## src/rtl/ecg_pkg.sv

```systemverilog
// ecg_pkg: shared state encoding and the fixed accelerator phase schedule
// used by the ECG stream feeder and its phase sequencer.
package ecg_pkg;

  typedef enum logic [2:0] {
    S_IDLE,
    S_START,
    S_STREAM,
    S_WAIT_DONE,
    S_RESULT,
    S_REARM
  } state_e;

  localparam int PHASE_LEN     = 22;
  localparam int NUM_PH        = 5;
  localparam int GAP_AFTER_P0  = 1;
  localparam int GAP_AFTER_P2  = 2;
  localparam int STREAM_CYCLES = 133;

  localparam int W_DEPTH = NUM_PH * PHASE_LEN;

  localparam int SAW = $clog2(PHASE_LEN);
  localparam int WAW = $clog2(W_DEPTH);
  localparam int IW  = $clog2(STREAM_CYCLES + 1);
  localparam int PW  = $clog2(NUM_PH + 1);

endpackage

```

## src/rtl/ecg_phase_sequencer.sv

```systemverilog
// ecg_phase_sequencer: walks the accelerator phase schedule, giving RAM
// addresses, gap/phase flags and an end-of-schedule flag per stream cycle.
module ecg_phase_sequencer
  import ecg_pkg::*;
(
  input  logic           clk,
  input  logic           rst,
  input  logic           clr,
  input  logic           en,
  output logic [WAW-1:0] waddr,
  output logic [SAW-1:0] saddr,
  output logic           gap,
  output logic           xin_phase,
  output logic           last
);

  logic [IW-1:0]  idx;
  logic [PW-1:0]  phase;
  logic [SAW-1:0] cnt;
  logic [1:0]     gcnt;

  // Advance one stream cycle; gaps follow P0 and P2, then the tail idles.
  always_ff @(posedge clk or posedge rst) begin
    if (rst) begin
      idx   <= '0;
      phase <= '0;
      cnt   <= '0;
      gcnt  <= '0;
    end else if (clr) begin
      idx   <= '0;
      phase <= '0;
      cnt   <= '0;
      gcnt  <= '0;
    end else if (en) begin
      idx <= idx + 1'b1;
      if (gcnt != 2'd0) begin
        gcnt <= gcnt - 1'b1;
      end else if (phase != PW'(NUM_PH)) begin
        if (cnt == SAW'(PHASE_LEN - 1)) begin
          cnt   <= '0;
          phase <= phase + 1'b1;
          gcnt  <= (phase == PW'(0)) ? 2'(GAP_AFTER_P0) :
                   (phase == PW'(2)) ? 2'(GAP_AFTER_P2) : 2'd0;
        end else begin
          cnt <= cnt + 1'b1;
        end
      end
    end
  end

  assign saddr     = cnt;
  assign waddr     = WAW'(phase) * WAW'(PHASE_LEN) + WAW'(cnt);
  assign gap       = (gcnt != 2'd0) || (phase == PW'(NUM_PH));
  assign xin_phase = (phase == PW'(0));
  assign last      = (idx == IW'(STREAM_CYCLES));

endmodule

```

## src/rtl/ecg_stream_feeder.sv

```systemverilog
// ecg_stream_feeder: buffers a window plus weights, streams them into the
// ECG CNN accelerator and returns its detection. Option: ECG_FEEDER_TIMEOUT_EN.
module ecg_stream_feeder
  import ecg_pkg::*;
#(
  parameter int N          = 16,
  parameter int WINDOW_LEN = PHASE_LEN,
  parameter int NUM_PHASES = NUM_PH,
  parameter int TIMEOUT    = 255
) (
  input  logic                clk,
  input  logic                rst,
  input  logic                ld_valid,
  output logic                ld_ready,
  input  logic                ld_sel,
  input  logic signed [N-1:0] ld_data,
  input  logic                clear_buf,
  input  logic                run_req,
  output logic                busy,
  output logic                acc_start,
  output logic                acc_rst,
  output logic signed [N-1:0] acc_xin,
  output logic signed [N-1:0] acc_win,
  input  logic                acc_done,
  input  logic signed [N-1:0] acc_detection,
  output logic                res_valid,
  input  logic                res_ready,
  output logic signed [N-1:0] res_data,
  output logic                err
);

  localparam int WD  = NUM_PHASES * WINDOW_LEN;
  localparam int SCW = $clog2(WINDOW_LEN + 1);
  localparam int WCW = $clog2(WD + 1);

  if (TIMEOUT < 1) begin : g_bad_timeout
    $error("TIMEOUT must be at least 1");
  end

  state_e state;

  logic signed [N-1:0] smem [WINDOW_LEN];
  logic signed [N-1:0] wmem [WD];
  logic [SCW-1:0]      s_cnt;
  logic [WCW-1:0]      w_cnt;
  logic                s_full;
  logic                w_full;
  logic                wr;
  logic                accept;

  logic [WAW-1:0]      seq_waddr;
  logic [SAW-1:0]      seq_saddr;
  logic                seq_gap;
  logic                seq_xin;
  logic                seq_last;
  logic                seq_en;
  logic signed [N-1:0] nx_xin;
  logic signed [N-1:0] nx_win;

  assign s_full   = (s_cnt == SCW'(WINDOW_LEN));
  assign w_full   = (w_cnt == WCW'(WD));
  assign ld_ready = !rst && (state == S_IDLE) &&
                    !(ld_sel ? w_full : s_full);
  assign wr       = ld_valid && ld_ready && !clear_buf;
  assign accept   = (state == S_IDLE) && run_req && s_full && w_full;
  assign seq_en   = ((state == S_START) || (state == S_STREAM)) &&
                    !seq_last;

  ecg_phase_sequencer u_seq (
    .clk       (clk),
    .rst       (rst),
    .clr       (accept),
    .en        (seq_en),
    .waddr     (seq_waddr),
    .saddr     (seq_saddr),
    .gap       (seq_gap),
    .xin_phase (seq_xin),
    .last      (seq_last)
  );

  assign nx_win = seq_gap ? '0 : wmem[seq_waddr];
  assign nx_xin = (seq_gap || !seq_xin) ? '0 : smem[seq_saddr];

  // Buffer storage has no reset; contents are valid only up to fill counts.
  always_ff @(posedge clk) begin
    if (wr && !ld_sel) smem[s_cnt] <= ld_data;
    if (wr && ld_sel)  wmem[w_cnt] <= ld_data;
  end

  // Fill pointers; a clear in IDLE beats any same-cycle load.
  always_ff @(posedge clk or posedge rst) begin
    if (rst) begin
      s_cnt <= '0;
      w_cnt <= '0;
    end else if (clear_buf && (state == S_IDLE)) begin
      s_cnt <= '0;
      w_cnt <= '0;
    end else if (wr) begin
      if (ld_sel) w_cnt <= w_cnt + 1'b1;
      else        s_cnt <= s_cnt + 1'b1;
    end
  end

`ifdef ECG_FEEDER_TIMEOUT_EN
  localparam int TW = $clog2(TIMEOUT + 1);
  logic [TW-1:0] tcnt;
`else
  assign err = 1'b0;
`endif

  // Run sequencer with all accelerator-facing outputs registered.
  always_ff @(posedge clk or posedge rst) begin
    if (rst) begin
      state     <= S_IDLE;
      busy      <= 1'b0;
      acc_start <= 1'b0;
      acc_rst   <= 1'b0;
      acc_xin   <= '0;
      acc_win   <= '0;
      res_valid <= 1'b0;
      res_data  <= '0;
`ifdef ECG_FEEDER_TIMEOUT_EN
      err       <= 1'b0;
      tcnt      <= '0;
`endif
    end else begin
      case (state)
        S_IDLE: begin
          if (accept) begin
            state     <= S_START;
            acc_start <= 1'b1;
            busy      <= 1'b1;
`ifdef ECG_FEEDER_TIMEOUT_EN
            err       <= 1'b0;
`endif
          end
        end
        S_START: begin
          acc_start <= 1'b0;
          acc_xin   <= nx_xin;
          acc_win   <= nx_win;
          state     <= S_STREAM;
        end
        S_STREAM: begin
          if (seq_last) begin
            acc_xin <= '0;
            acc_win <= '0;
            state   <= S_WAIT_DONE;
`ifdef ECG_FEEDER_TIMEOUT_EN
            tcnt    <= '0;
`endif
          end else begin
            acc_xin <= nx_xin;
            acc_win <= nx_win;
          end
        end
        S_WAIT_DONE: begin
          if (acc_done) begin
            res_data  <= acc_detection;
            res_valid <= 1'b1;
            state     <= S_RESULT;
          end
`ifdef ECG_FEEDER_TIMEOUT_EN
          else if (tcnt == TW'(TIMEOUT - 1)) begin
            err       <= 1'b1;
            res_data  <= '0;
            res_valid <= 1'b1;
            state     <= S_RESULT;
          end else begin
            tcnt <= tcnt + 1'b1;
          end
`endif
        end
        S_RESULT: begin
          if (res_ready) begin
            res_valid <= 1'b0;
            res_data  <= '0;
            acc_rst   <= 1'b1;
            state     <= S_REARM;
          end
        end
        S_REARM: begin
          acc_rst <= 1'b0;
          busy    <= 1'b0;
          state   <= S_IDLE;
        end
        default: state <= S_IDLE;
      endcase
    end
  end

endmodule

```

## config.mk

```make
export PLATFORM = sky130hd
export DESIGN_NAME = ecg_stream_feeder
export DESIGN_NICKNAME = d
export VERILOG_FILES = /design/src/rtl/ecg_pkg.sv /design/src/rtl/ecg_phase_sequencer.sv /design/src/rtl/ecg_stream_feeder.sv
export SDC_FILE = /design/constraint.sdc
export NUM_CORES = 2
export LEC_CHECK = 0
export CAP_MARGIN = 0
export CORE_ASPECT_RATIO = 1.2
export CORE_MARGIN = 8
export CORE_UTILIZATION = 49
export DETAILED_ROUTE_END_ITERATION = 8
export PLACE_DENSITY_LB_ADDON = 0.15
export RECOVER_POWER = 100
export SKIP_CTS_REPAIR_TIMING = 1
export SLEW_MARGIN = 25
export SYNTH_ARGS = -nofsm -noshare
export SYNTH_HDL_FRONTEND = slang
export SYNTH_SLANG_ARGS = --single-unit
```

## constraint.sdc

```tcl
create_clock -name clk -period 4.84 [get_ports clk]
set_clock_uncertainty 0.1 [all_clocks]
set_input_delay 1.452 -clock clk [delete_from_list [all_inputs] [get_ports clk]]
set_output_delay 1.452 -clock clk [all_outputs]
set_load 0.01 [all_outputs]
```

# Yosys cells after proc, flatten, opt, wreduce, memory -nomap -nowiden
# Memory sizes are Yosys's and may differ from the RTL's.
# Index checks and enable logic that the tools add are counted.
op_classes:
  add_sub_neg: 7
  n_mul: 1
  eq_ne: 18
  n_mux: 52
  reduce_logical: 45
ops:
  columns: ["op", "count"]
  rows:
  - ["$mux W16", 6]
  - ["$pmux W16 S2", 3]
  - ["$mux W5", 8]
  - ["$mux W3", 9]
  - ["$reduce_bool A2 Y1", 11]
  - ["$mux W7", 3]
  - ["$mux W8", 2]
  - ["$pmux W3 S5", 1]
  - ["$mux W2", 7]
  - ["$logic_and A1 B1 Y1", 11]
  - ["$add A5 B1 Y5 const B", 2]
  - ["$eq A5 B5 Y1 const B", 2]
  - ["$ne A2 B2 Y1 const B", 5]
  - ["$reduce_and A2 Y1", 5]
  - ["$eq A3 B2 Y1 const B", 3]
  - ["$eq A3 B3 Y1 const B", 3]
  - ["$mux W1", 9]
  - ["$reduce_and A3 Y1", 3]
  - ["$add A8 B1 Y8 const B", 1]
  - ["$eq A8 B8 Y1 const B", 1]
  - ["$pmux W1 S2", 4]
  - ["$reduce_and A4 Y1", 2]
  - ["$add A7 B1 Y7 const B", 1]
  - ["$add A7 B5 Y7", 1]
  - ["other kinds (11)", 20]
word_totals:
  reg_bits: 85
  ram_bits: 2112
  inputBits: 40
  elab_cells: 139
  mem_count: 2
mem_list:
  columns: ["memory", "words", "word_bits", "read_ports", "rd_ports_with_merged_regs", "write_ports", "line", "source"]
  rows:
  - ["wmem", 110, 16, 1, 0, 1, "ecg_stream_feeder.sv:43", "logic signed [N-1:0] wmem [WD];"]
  - ["smem", 22, 16, 1, 0, 1, "ecg_stream_feeder.sv:42", "logic signed [N-1:0] smem [WINDOW_LEN];"]

# Logic depth before layout (Yosys ltp)
logic_depth:
  word_depth: 9
  ltp_mapped: 13
  depth_no_buf: 11

# Cells and area by module
# From an unflattened synthesis, not the netlist that was laid out.
hier_totals:
  hier_cells: 4097
  area_unflattened_um2: 85545.8
by_module_without_submodules:
  columns: ["mod", "instances", "cells_each", "area_per_inst_um2", "seq_area_each_um2"]
  rows:
  - ["ecg_stream_feeder", 1, 3960, 84238.3, 65097.4]
  - ["ecg_phase_sequencer", 1, 137, 1307.5, 450.4]

# Least setup slack after synthesis
# No wires, ideal clock.
synth_timing:
  path_type: "in2reg"
  startpoint: "input port rst"
  endpoint: "memory wmem[27][0] (enable)"
  setup_ns: 0.388
  arrival_ns: 3.758
  required_time_ns: 4.352
  path_slack_ns: 0.593
  cell_stages: 6
  cell_sequence: "or4_4 a2111oi_4 nor2b_1 nand3_1 clkbuf_1 nor2_1"
synth_between:
  elab_chain_len: 8
synth_rtl:
  columns: ["element", "line", "source"]
  rows:
  - ["from (decl)", "ecg_stream_feeder.sv:12", "input logic rst,"]
  - ["$logic_not A1 Y1 (no source line)", null, null]
  - ["$logic_and A1 B1 Y1 (2 in a row)", "ecg_stream_feeder.sv:62", "assign ld_ready = !rst && (state == S_IDLE) &&"]
  - ["$logic_and A1 B1 Y1 (2 in a row)", "ecg_stream_feeder.sv:64", "assign wr = ld_valid && ld_ready && !clear_buf;"]
  - ["$logic_and A1 B1 Y1", "ecg_stream_feeder.sv:87", "if (wr && ld_sel) wmem[w_cnt] <= ld_data;"]
  - ["$mux W1", "ecg_stream_feeder.sv:87", null]
  - ["$mux W1 (implied by the code)", "ecg_stream_feeder.sv:87", null]
  - ["to (decl)", "ecg_stream_feeder.sv:43", null]
# Every way passes these cells.

# Worst setup path in the final report
layout_timing:
  startpoint: "register u_seq.phase[1]"
  endpoint: "register acc_win[11]"
layout_between:
  elab_chain_len: 6
  word_cells_on_any_way: 8
layout_rtl:
  columns: ["element", "line", "source"]
  rows:
  - ["from (decl)", "ecg_phase_sequencer.sv:18", "logic [PW-1:0] phase;"]
  - ["from (signal assigned)", "ecg_phase_sequencer.sv:41", "phase <= phase + 1'b1;"]
  - ["$mul A3 B4 Y6", "ecg_phase_sequencer.sv:52", "assign waddr = WAW'(phase) * WAW'(PHASE_LEN) + WAW'(cnt);"]
  - ["$add A7 B5 Y7", "ecg_phase_sequencer.sv:52", null]
  - ["$mem_v2 Z110 W16", null, null]
  - ["$mux W16 (*)", "ecg_stream_feeder.sv:81", "assign nx_win = seq_gap ? '0 : wmem[seq_waddr];"]
  - ["$mux W16", "ecg_stream_feeder.sv:145", "if (seq_last) begin"]
  - ["$pmux W16 S2 (*)", "ecg_stream_feeder.sv:127", "case (state)"]
  - ["to (signal assigned)", "ecg_stream_feeder.sv:141", "acc_win <= nx_win;"]
  - ["to (signal assigned)", "ecg_stream_feeder.sv:154", "acc_win <= nx_win;"]
  - ["to (decl)", "ecg_stream_feeder.sv:23", "output logic signed [N-1:0] acc_win,"]
# Every way passes the cells marked *; elsewhere a longest branch is shown, timed or not.
# A chain may end at the register's enable or synchronous reset.

==> impl_metrics.toml <==
[floorplanning]
ioPinCount = 94
fp-row-count = 167
core_um2 = 172000
start_util_pct = 49.2
die_w_um = 395
die_h_um = 471
die_area_um2 = 186000

[job]
cap_violations = 22

[sta]
drv_slew = 1387
finalSetupViolations = 0
fmax_mhz = 218
tightest_slew_ns = 3.79
relSlewSlack_pct = -153
fin_crit_sh_pct = 94.8
setup_ws_ns = 0.253
hold_ws_ns = 0.380
rsz0062_at_grt = "false"
period_needed_ns = 4.59
hold_violations = 0

[outcome]
status = "complete, but fails checks"
failed_checks = "capacitance limit, slew limit"

[final_layout]
drive_above_1_share_pct = 25.3
syn_to_final_growth_pct = 14.2
nets = 4352
fillers = 12974

[logic_synthesis]
synth_edf_count = 2112
synth_most_common_cell = "edfxtp_1"
yosysTopAreaCell = "edfxtp_1"
ys_warn_count = 0
synth-seq-area-share_pct = 77.4
ys_ff_latch = 2197
synth_common_cells = "2112 x edfxtp_1, 574 x mux4_2, 199 x nor2_1, 142 x nand2_1, 112 x clkbuf_1"
ys_async_sr_fraction_pct = 3.87
syn_area_um2 = 84600
synthCells = 3860
mappedNetlistNets = 3926
synth_cell_types = 54
synth-main-ff-cell = "edfxtp_1"
synth_area_leaders = "edfxtp_1 75%, mux4_2 15%, dfrtp_1 2.5%"
syn_avg_cell_area_um2 = 21.9
synthDominantCellAreaShare_pct = 74.9

[power_and_ir_drop]
leakagePower_nw = 30.4
irDropWorstVdd_v = 0.000271
cellPowerDensity_nw_per_um2 = 383

[placement]
gp_congestion = 0.847
hpwl_mm = 133
port_buffers = 92
pre_cts_ws_ns = -0.115

[clock_network]
cts-root-buf = "clkbuf_16"
cts_tree = "yes"
clk_path_buf_depth = 3
clk_pin_slew_ns = 0.06
cts_sinks = 2197
clk_latency_ns = 0.84
htreeDepth = 4
numCtsBuffers = 207

[worst_setup_path]
rr_endpoint = "acc_win[11]"
slowest_stage = "mux4_2"
cp_max_fo = 26
crit_top_cell = "ha_1"
cp-start-kind = "register"
endpoint_kind = "register"
crit_path_cell_trace = "ha_1 > ha_1 > ha_1 > buf_4 > xor2_1 > buf_12 > clkbuf_2 > mux4_2 > nand2_1 > nand3_1 > o211ai_1 > o211ai_1"
critPathArrivalTime_ns = 5.17
rrSetupSlack_ns = 0.25
r2r_cells = 12
cp_slowest_stage_delay_ns = 0.64
path_class = "register to register"
worstReg2RegStart = "u_seq.phase[1]"
required_ns = 5.42

[min_path]
min_to = "acc_xin[13]"
min_from = "acc_xin[13]"
hp-class = "register to register"
whs_path_depth = 2

[detailed_routing]
ant_nets = 0
drc = 0
wire_per_inst_um = 31.7
via_count = 41035
dr.pass1.iters = 5
first_iter_violations = 4555
via_per_inst = 6.08
routed_wl_mm = 214

[grt]
grt_pass1_wl_mm = 305
antenna_found_initial = 9
grt_max_degree = 111
grt-ovfl-total = 0
grt_use_total_pct = 22.6
grt_pass1_vias = 41390
kinds of logic (layout without fill, tap and decap cells):
family          after synthesis  in the layout  share of synthesized area (%)
flops                      2197           2197                           77.4
mux                         633            633                           16.0
simple gates                460            460                           2.36
compound gates              292            292                           2.34
buf+inv                     225            827                           1.17
fa+ha+maj                    26             26                          0.402
xor+xnor                     26             26                          0.269
other cells                   1              5                        0.00443
stage by stage:
step,cell area (um^2),TNS (ns),power (mW),std cells,util (%)
CTS,97800,-0.115,37.3,6743,56.8
global route,96600,0,38.0,6744,56.1
floorplan,84600,0,21.2,3860,-
finish,96600,0,37.0,6747,56.1
global placement,91300,-0.124,21.7,6358,53.0
detailed placement,91300,-0.115,21.7,6358,53.0
worst max-delay path: cells and delay by family (launching register included):
family                   cells  cell delay, ns
buffers and inverters        3            1.04
adder cells (fa/ha/maj)      3            0.95
multiplexers                 1            0.64
AO/OA/AOI/OAI                2            0.59
flip-flops                   1            0.45
AND/OR/NAND/NOR              2            0.32
XOR/XNOR                     1            0.26
per-layer routing:
layer	routed length (um)	part of all wire [%]	GRT usage, %
met2	105000	49	36.6
met5	12	0.0056	0
met3	15200	7.1	3.52
met4	4220	2.0	4.96
met1	88700	42	32.9
state kept, by name, indices dropped and copies added (netlist names), 2 cells and up:
| signal | cells |
|---|---|
| u_seq.idx | 8 |
| s_cnt | 5 |
| acc_win | 16 |
| wmem | 1760 |
| u_seq.gcnt | 2 |
| smem | 352 |
| u_seq.phase | 3 |
| w_cnt | 7 |
| u_seq.saddr | 5 |
| acc_xin | 16 |
| state | 3 |
| res_data | 16 |
where the power goes:
| part | total (mW) | internal (mW) | switching (mW) |
|---|---|---|---|
| registers | 20.9 | 20.9 | 0.00143 |
| clock network | 15.7 | 8.73 | 7.00 |
| logic | 0.419 | 0.0377 | 0.381 |
| total | 37.0 | 29.6 | 7.38 |
cell type report:
cell class                 instances  area [um^2]  share of cell area (%)
sequential                      2197        65600                    67.9
multi-input combinational       1438        18200                    18.8
clock buffer                     252         5380                    5.57
timing repair buffer             430         3460                    3.58
tap                             2281         2850                    2.95
clock inverter                   133         1160                    1.20
inverter                          12         45.0                  0.0466
antenna                            4         10.0                  0.0104
cell usage in the layout (no fill, tap or decap), drive strengths merged, types with 16 or more instances in the layout:
master / n
edfxtp: 2112
mux4: 574
clkbuf: 444
nor2: 199
buf: 161
nand2: 142
clkinv: 101
a22oi: 88
dfrtp: 85
a21oi: 66
dlygate4sd3: 54
nand3: 46
mux2i: 40
o21ai: 28
o211ai: 28
ha: 24
nor3: 22
inv: 21
a31oi: 20
clkdlybuf4s50: 20
mux2: 19
a22o: 16
worst max path at each step:
stage / startpoint / endpoint / slack [ns] / depth (start not counted)
CTS: ld_sel / ld_ready / -0.12 / 4
global placement: ld_sel / ld_ready / -0.12 / 4
global route: rst / wmem[82][4] / 0.19 / 11
finish: u_seq.phase[1] / acc_win[11] / 0.25 / 12
detailed placement: ld_sel / ld_ready / -0.12 / 4
floorplan: rst / wmem[27][0] / 0.59 / 6
Note: power is estimated with default switching activity, not from simulation.
